==> src/rtl/nios_mul_pipe.sv <==
// nios_mul_pipe: elastic multiply pipeline with valid/ready flow control.
// Returns the low product half (op 00) or the signed/unsigned high half
// (ops 01/10/11). A per-op tag travels with each operation.
// Optional feature macro: NIOS_MUL_PIPE_OVF_EN. When it is defined, out_ovf
// flags a signed overflow on op 00. When it is not defined, out_ovf is tied to 0.
//
// Handshake: a beat moves on any edge where valid && ready. A stage loads
// when it is empty or when the stage downstream of it loads. in_ready
// therefore falls only when every stage is full and out_ready is low.
// clr empties the pipe at the next edge. A beat presented with clr is dropped.
module nios_mul_pipe #(
    parameter int DATA_W      = 32,
    parameter int PIPE_STAGES = 2,
    parameter int TAG_W       = 5
) (
    input  logic              clk,
    input  logic              reset_n,
    input  logic              clr,
    input  logic              in_valid,
    output logic              in_ready,
    input  logic [DATA_W-1:0] in_a,
    input  logic [DATA_W-1:0] in_b,
    input  logic [1:0]        in_op,
    input  logic [TAG_W-1:0]  in_tag,
    output logic              out_valid,
    input  logic              out_ready,
    output logic [DATA_W-1:0] out_result,
    output logic [TAG_W-1:0]  out_tag,
    output logic              out_ovf
);

    localparam int HALF_W = DATA_W / 2;

`ifdef NIOS_MUL_PIPE_OVF_EN
    // Op 00 is computed as a signed product so that the high half can be
    // used for overflow detection. The low half is the same either way.
    localparam logic SIGNED_LOW = 1'b1;
`else
    localparam logic SIGNED_LOW = 1'b0;
`endif

    // The four half-width partial products feed DSP-sized multipliers.
    // corr is the high-half sign correction:
    //   signed(a)*signed(b) = ua*ub - (sa?ub:0)<<W - (sb?ua:0)<<W  (mod 2^2W).
    typedef struct packed {
        logic [DATA_W-1:0] corr;
        logic [DATA_W-1:0] hh;
        logic [DATA_W-1:0] hl;
        logic [DATA_W-1:0] lh;
        logic [DATA_W-1:0] ll;
    } pp_t;

    function automatic pp_t make_pp(input logic [DATA_W-1:0] a,
                                    input logic [DATA_W-1:0] b,
                                    input logic [1:0]        op);
        pp_t               pp;
        logic              sa;
        logic              sb;
        logic [DATA_W-1:0] al;
        logic [DATA_W-1:0] ah;
        logic [DATA_W-1:0] bl;
        logic [DATA_W-1:0] bh;
        al = {{HALF_W{1'b0}}, a[HALF_W-1:0]};
        ah = {{HALF_W{1'b0}}, a[DATA_W-1:HALF_W]};
        bl = {{HALF_W{1'b0}}, b[HALF_W-1:0]};
        bh = {{HALF_W{1'b0}}, b[DATA_W-1:HALF_W]};
        sa = a[DATA_W-1] & ((op == 2'b01) | (op == 2'b10) | ((op == 2'b00) & SIGNED_LOW));
        sb = b[DATA_W-1] & ((op == 2'b01) | ((op == 2'b00) & SIGNED_LOW));
        pp.ll   = al * bl;
        pp.lh   = al * bh;
        pp.hl   = ah * bl;
        pp.hh   = ah * bh;
        pp.corr = (sa ? b : '0) + (sb ? a : '0);
        return pp;
    endfunction

    function automatic logic [2*DATA_W-1:0] full_prod(input pp_t pp);
        return {{DATA_W{1'b0}}, pp.ll}
             + ({{DATA_W{1'b0}}, pp.lh} << HALF_W)
             + ({{DATA_W{1'b0}}, pp.hl} << HALF_W)
             + {pp.hh, {DATA_W{1'b0}}}
             - {pp.corr, {DATA_W{1'b0}}};
    endfunction

    function automatic logic [DATA_W-1:0] pick_half(input logic [2*DATA_W-1:0] p,
                                                    input logic [1:0]          op);
        return (op == 2'b00) ? p[DATA_W-1:0] : p[2*DATA_W-1:DATA_W];
    endfunction

`ifdef NIOS_MUL_PIPE_OVF_EN
    // The product fits in signed DATA_W only if the top DATA_W+1 bits are
    // all equal, that is, if they are a sign extension.
    function automatic logic ovf_of(input logic [2*DATA_W-1:0] p, input logic [1:0] op);
        return (op == 2'b00) & ~((&p[2*DATA_W-1:DATA_W-1]) | ~(|p[2*DATA_W-1:DATA_W-1]));
    endfunction
`endif

    logic [PIPE_STAGES-1:0] valid_q;
    logic [TAG_W-1:0]       tag_q   [PIPE_STAGES];
    logic [PIPE_STAGES-1:0] en;
    logic [PIPE_STAGES:0]   v_chain;
    logic [TAG_W-1:0]       t_chain [PIPE_STAGES+1];
    logic [DATA_W-1:0]      res_q;
`ifdef NIOS_MUL_PIPE_OVF_EN
    logic                   ovf_q;
`endif

    // Stage enables: a stage may load if it, or any stage below it, is empty,
    // or if the consumer is taking the output this cycle.
    always_comb begin
        logic acc;
        acc = out_ready;
        en  = '0;
        for (int s = PIPE_STAGES - 1; s >= 0; s--) begin
            acc   = acc | ~valid_q[s];
            en[s] = acc;
        end
    end

    // Upstream view of each stage. Index 0 is the input port.
    always_comb begin
        v_chain    = {valid_q, in_valid};
        t_chain[0] = in_tag;
        for (int s = 0; s < PIPE_STAGES; s++) begin
            t_chain[s+1] = tag_q[s];
        end
    end

    // Valid and tag shift chain. clr overrides any load.
    always_ff @(posedge clk or negedge reset_n) begin
        if (!reset_n) begin
            valid_q <= '0;
            for (int s = 0; s < PIPE_STAGES; s++) begin
                tag_q[s] <= '0;
            end
        end else begin
            for (int s = 0; s < PIPE_STAGES; s++) begin
                if (en[s]) begin
                    valid_q[s] <= v_chain[s];
                    tag_q[s]   <= t_chain[s];
                end
            end
            if (clr) begin
                valid_q <= '0;
            end
        end
    end

    generate
        if (PIPE_STAGES == 1) begin : g_single
            logic [2*DATA_W-1:0] prod_in;

            // Single stage: the partial products are formed and summed in the same cycle.
            always_comb prod_in = full_prod(make_pp(in_a, in_b, in_op));

            // Output register.
            always_ff @(posedge clk or negedge reset_n) begin
                if (!reset_n) begin
                    res_q <= '0;
`ifdef NIOS_MUL_PIPE_OVF_EN
                    ovf_q <= 1'b0;
`endif
                end else if (en[0]) begin
                    res_q <= pick_half(prod_in, in_op);
`ifdef NIOS_MUL_PIPE_OVF_EN
                    ovf_q <= ovf_of(prod_in, in_op);
`endif
                end
            end
        end else begin : g_multi
            pp_t                 pp_q [PIPE_STAGES-1];
            logic [1:0]          op_q [PIPE_STAGES-1];
            logic [2*DATA_W-1:0] prod_last;

            // The partial products are summed just before the output register.
            always_comb prod_last = full_prod(pp_q[PIPE_STAGES-2]);

            // Partial-product stages, followed by the output register.
            always_ff @(posedge clk or negedge reset_n) begin
                if (!reset_n) begin
                    for (int s = 0; s < PIPE_STAGES - 1; s++) begin
                        pp_q[s] <= '0;
                        op_q[s] <= '0;
                    end
                    res_q <= '0;
`ifdef NIOS_MUL_PIPE_OVF_EN
                    ovf_q <= 1'b0;
`endif
                end else begin
                    if (en[0]) begin
                        pp_q[0] <= make_pp(in_a, in_b, in_op);
                        op_q[0] <= in_op;
                    end
                    for (int s = 1; s < PIPE_STAGES - 1; s++) begin
                        if (en[s]) begin
                            pp_q[s] <= pp_q[s-1];
                            op_q[s] <= op_q[s-1];
                        end
                    end
                    if (en[PIPE_STAGES-1]) begin
                        res_q <= pick_half(prod_last, op_q[PIPE_STAGES-2]);
`ifdef NIOS_MUL_PIPE_OVF_EN
                        ovf_q <= ovf_of(prod_last, op_q[PIPE_STAGES-2]);
`endif
                    end
                end
            end
        end
    endgenerate

    assign in_ready   = en[0];
    assign out_valid  = valid_q[PIPE_STAGES-1];
    assign out_tag    = tag_q[PIPE_STAGES-1];
    assign out_result = res_q;
`ifdef NIOS_MUL_PIPE_OVF_EN
    assign out_ovf    = ovf_q;
`else
    assign out_ovf    = 1'b0;
`endif

endmodule

==> config.mk <==
export PLATFORM = sky130hd
export DESIGN_NAME = nios_mul_pipe
export DESIGN_NICKNAME = d
export VERILOG_FILES = /design/src/rtl/nios_mul_pipe.sv
export SDC_FILE = /design/constraint.sdc
export NUM_CORES = 2
export LEC_CHECK = 0
export ABC_AREA = 1
export CORE_MARGIN = 2
export CORE_UTILIZATION = 30
export DETAILED_ROUTE_END_ITERATION = 16
export SYNTH_ARGS = -nofsm -noshare
export SYNTH_HDL_FRONTEND = slang
export SYNTH_SLANG_ARGS = --single-unit
==> constraint.sdc <==
create_clock -name clk -period 2.9 [get_ports clk]
set_input_delay 0.58 -clock clk [delete_from_list [all_inputs] [get_ports clk]]
set_output_delay 0.58 -clock clk [all_outputs]
set_load 0.03 [all_outputs]
## Yosys cells after proc, flatten, opt, wreduce, memory -nomap -nowiden

Cells that the tools add are included.
Widths: inputs -> output; s select.

| word-level totals | value |
|---|---|
| register bits after elaboration | 206 |
| input port bits | 76 |
| output and inout port bits | 40 |

| operators by class | value |
|---|---|
| $add $sub $neg | 5 |
| equality and inequality tests | 2 |
| bitwise operators | 7 |
| $mul | 4 |
| reductions and logical operators | 3 |
| mux-type cells | 6 |

Operator list:

| cell | number |
|---|---|
| $mul 16x16->32 | 4 |
| $mux 32 | 3 |
| $add 50x64->64 | 1 |
| $sub 64x64->64 | 1 |
| $add 49x48->50 | 1 |
| $add 32x48->49 | 1 |
| $add 32x32->32 | 1 |
| $reduce_bool 2->1 | 2 |
| $or 1x1->1 | 3 |
| $and 1x1->1 | 2 |
| $eq 2x1->1 const B | 1 |
| $eq 2x2->1 const B | 1 |
| $logic_not 2->1 | 1 |
| $mux 1 | 2 |
| $mux 2 | 1 |
| $not 1->1 | 2 |

## Logic depth before layout (Yosys ltp)

| logic depth | value |
|---|---|
| depth in word-level cells | 5 |
| gate-level depth with buffers | 27 |

## Worst setup path after synthesis

No wires, ideal clock.

| path | value |
|---|---|
| kind | input to register |
| start | input in_b[7] |
| end | register g_multi.pp_q[91] (netlist bit) |
| data required time | 2770 ps |
| path buffers | 1 |
| setup slack | -2639 ps |
| data arrival time | 5409 ps |
| stages | 22 |
| library setup time | 130 ps |
| path through | clkbuf_1 -> nand2_1 -> fa_1 -> inv_1 -> fa_1 -> inv_1 -> fa_1 -> inv_1 -> fa_1 -> fa_1 -> inv_1 -> fa_1 -> inv_1 -> ha_1 -> a21o_1 -> a21oi_1 -> o21ai_0 -> nand2_1 -> nand3_1 -> or2_2 -> nand3_1 -> o21ai_0 |

| between the ends | value |
|---|---|
| word-level cells in the longest chain between the ends | 1 |

RTL lines:

| item | RTL line | source |
|---|---|---|
| from (decl) | 22 | `input logic [DATA_W-1:0] in_b,` |
| $mul 16x16->32 | 71 | `pp.hl = ah * bl;` |
| to (signal, indexed assignment) | 196 | `pp_q[s] <= pp_q[s-1];` |
| to (decl) | 171 | `pp_t pp_q [PIPE_STAGES-1];` |

No other way between the ends.
A chain may end at the register's enable or synchronous reset.

## Worst setup path after layout

| path | value |
|---|---|
| start | input in_a[22] |
| end | register g_multi.pp_q[94] (netlist bit) |

| between the ends | value |
|---|---|
| word-level cells in the longest chain between the ends | 1 |

RTL lines:

| item | RTL line | source |
|---|---|---|
| from (decl) | 21 | `input logic [DATA_W-1:0] in_a,` |
| $mul 16x16->32 | 71 |  |

No other way between the ends.

==> results_dict.tcl <==
set metrics [dict create \
    fin_tns_setup_ps -225710 \
    synthAdderAreaFrac_pct 44.3 \
    fillers 17400 \
    grt_pass1_vias 53800 \
    setup_violations 162 \
    ys_seq_area_share_pct 9.66 \
    antenna_left 0 \
    ys_top_cells_by_area "fa_1, nand2_1, inv_1" \
    hpwlAfterDp_um 161000 \
    tightest_slew_ps 715 \
    synth-main-ff-cell "dfrtp_1" \
    finalWorstSetupSlack_ps -2400 \
    fin_crit_ps 5300 \
    synth_seq_cells 206 \
    rows 154 \
    synth_compound_area_share_pct 6.10 \
    antenna_found_initial 2 \
    violations "setup timing" \
    syn_to_final_growth_pct 45.6 \
    yosys.area_share.simple_pct 22.3 \
    via_count 52600 \
    maxCapViolCount 0 \
    track_usage_pct 24.1 \
    chipWidth_um 426 \
    routedWlPerCell_um 19.9 \
    synthMuxAreaShare_pct 0 \
    synthDistinctLibCells 49 \
    tritoncts "built" \
    cts_root_buf "clkbuf_16" \
    r2r_end "out_result[27]$_DFFE_PN0P_" \
    wl_um 221000 \
    final_max_slew_viol_count 0 \
    cts_buffers 26 \
    grt_pass1_wl_um 331000 \
    synth_common_cells "nand2_1, inv_1, fa_1, ha_1, nor2_1" \
    port_buffers 114 \
    core_area_sq_mm 0.176 \
    grt_max_degree 121 \
    post_drt_via_cell_ratio 4.73 \
    post-route-period-util_pct 183 \
    rr_startpoint "g_multi.pp_q[83]$_DFFE_PN0P_" \
    multiInputGateArea_sq_mm 0.0464 \
    ys.warnings.count 0 \
    syn_area_sq_mm 0.0534 \
    status "complete, but fails checks" \
    ctsHoldBuffers 0 \
    grt_overflow 0 \
    cp_data_required_time_ps 3380 \
    nets 10200 \
    htreeDepth 1 \
    regArea_sq_mm 0.00516 \
    initial_utilization_pct 30.2 \
    num_io_pins 116 \
    dr.pass1.iters 5 \
    crit_path_start_kind "input pin" \
    arrival_ps 5770 \
    dieArea_sq_mm 0.181 \
    ys_async_sr_fraction_pct 100 \
    synth_edf_count 0 \
    routabilityCongestion 0.954 \
    drtIter0Drc 3530 \
    synth_cells 7535 \
    netlist.area_leader.share_pct 30.9 \
    synth_area_leader_cell "fa_1" \
    synth_nets 9006 \
    die_h_um 426 \
    hp-class "input pin to asynchronous set/reset pin" \
    cts_sinks 206 \
    rsz0062_at_grt "yes" \
    relSlewSlack_pct 52.4 \
    syn_avg_cell_area_sq_um 7.08 \
    post-route-drc-count 0 \
    critical_path_class "input pin to flop" \
    synth_most_common_cell "nand2_1" \
    r2r_cells 15 \
    skew_ps 18.4 \
    clk_pin_slew_ps 60 \
    clk_latency_ps 560 \
    critPathCaptureType "flop" \
    path_max_fanout 7 \
    reg2reg_slack_ps -340 \
    final_hold_viol_count 0 \
    drive_gt1_share_pct 32.0 \
    synth_top_family_by_area "adder cells" \
    fmax_mhz 189 \
    clock_path_buffers 3 \
    synth-xor-area-share_pct 1.49 \
]
==> flip-flops by register name (all words and copies together) (netlist names) <==
register,cells
out_result,32
valid_q,2
g_multi.pp_q,160
g_multi.op_q,2
t_chain,5
out_tag,5
==> cells in the final DEF (no fill, tap or decap), drive strengths merged, types with 26 or more instances in the layout <==
cell type      synthesis  layout
or2                   30      30
o21ai                244     244
nor2                 372     372
nor3                  54      54
dfrtp                206     206
xor2                  30      30
nand3b                26      26
a21oi                254     254
nand2               2232    2232
clkdlybuf4s50          0      48
clkbuf               220      40
nand4                 30      30
buf                   34    1385
o21bai                29      29
fa                   825     825
ha                   570     570
nand3                219     219
inv                 2021    2023
xnor2                 61      61
==> cells by family after synthesis <==
logic type,after synthesis
adders and majority gates,1395
other,1
AOI/OAI and AO/OA,592
DFF,206
and+or+nand+nor,2974
buffers and inverters,2276
xor gates and xnor gates,91
==> per-stage QoR <==
stage                     util [%]  cells  hold WS [ps]  setup WS (ps)  cell area (sq um)
after CTS                     42.7  11100          21.5          -2370              75400
after detailed placement      37.5  10700           467          -3530              66100
final                         44.0  11100          11.4          -2400              77700
after floorplan                  -   7535           284          -2290              55500
after global placement        37.5  10700           455          -3500              66100
after global routing          44.0  11100          46.6          -2510              77700
==> per-layer routing <==
metal	global-route usage (%)	routed length, um	up-vias
li1	-	-	24600
met1	31.9	92400	25600
met2	38.9	99300	1877
met3	2.97	14700	514
met4	11.4	14400	2
met5	0	12	-
==> how the worst max path moves through the flow <==
stage,depth (start not counted),from,endpoint
2_1_floorplan,22,in_b[23],g_multi.pp_q[57]$_DFFE_PN0P_
3_3_place_gp,22,in_b[17],g_multi.pp_q[46]$_DFFE_PN0P_
3_5_place_dp,24,in_b[17],g_multi.pp_q[46]$_DFFE_PN0P_
4_1_cts,27,in_a[5],g_multi.pp_q[56]$_DFFE_PN0P_
5_1_grt,26,in_b[20],g_multi.pp_q[120]$_DFFE_PN0P_
6_report,26,in_a[22],g_multi.pp_q[94]$_DFFE_PN0P_
==> worst max-delay path: stages <==
cell	delay (ps)
buf_12	110
buf_12	150
buf_4	150
buf_4	140
nand2_1	50
inv_1	50
fa_1	560
fa_1	430
fa_1	520
fa_1	440
fa_1	510
inv_1	60
fa_1	470
inv_1	60
ha_4	310
a21oi_1	70
buf_4	150
o21ai_0	340
a21oi_2	80
nand3_2	120
nand2_2	80
inv_2	60
nor2_1	40
nand2_1	80
nand3_2	70
nand2_1	80
==> repair_timing <==
item / CTS / global route
pin swaps: 620 / 465
gates resized for setup: 1639 / 573
hold endpoints to repair: 0 / 0
setup endpoints to repair: 170 / 167
gates cloned: 49 / 3
buffers inserted: 238 / 85
==> final cells by class <==
| type | instances | share of cell area (%) |
|---|---|---|
| Clock inverter | 16 | 0.278 |
| Antenna cell | 2 | 0.00644 |
| Timing Repair Buffer | 1451 | 19.0 |
| Inverter | 2022 | 9.81 |
| Clock buffer | 32 | 0.919 |
| Tap cell | 2340 | 3.77 |
| Multi-Input combinational cell | 5053 | 59.6 |
| Sequential cell | 206 | 6.64 |
Power is not shown: default switching activity piles up to over one toggle a cycle in this logic, so the estimate is an artifact.
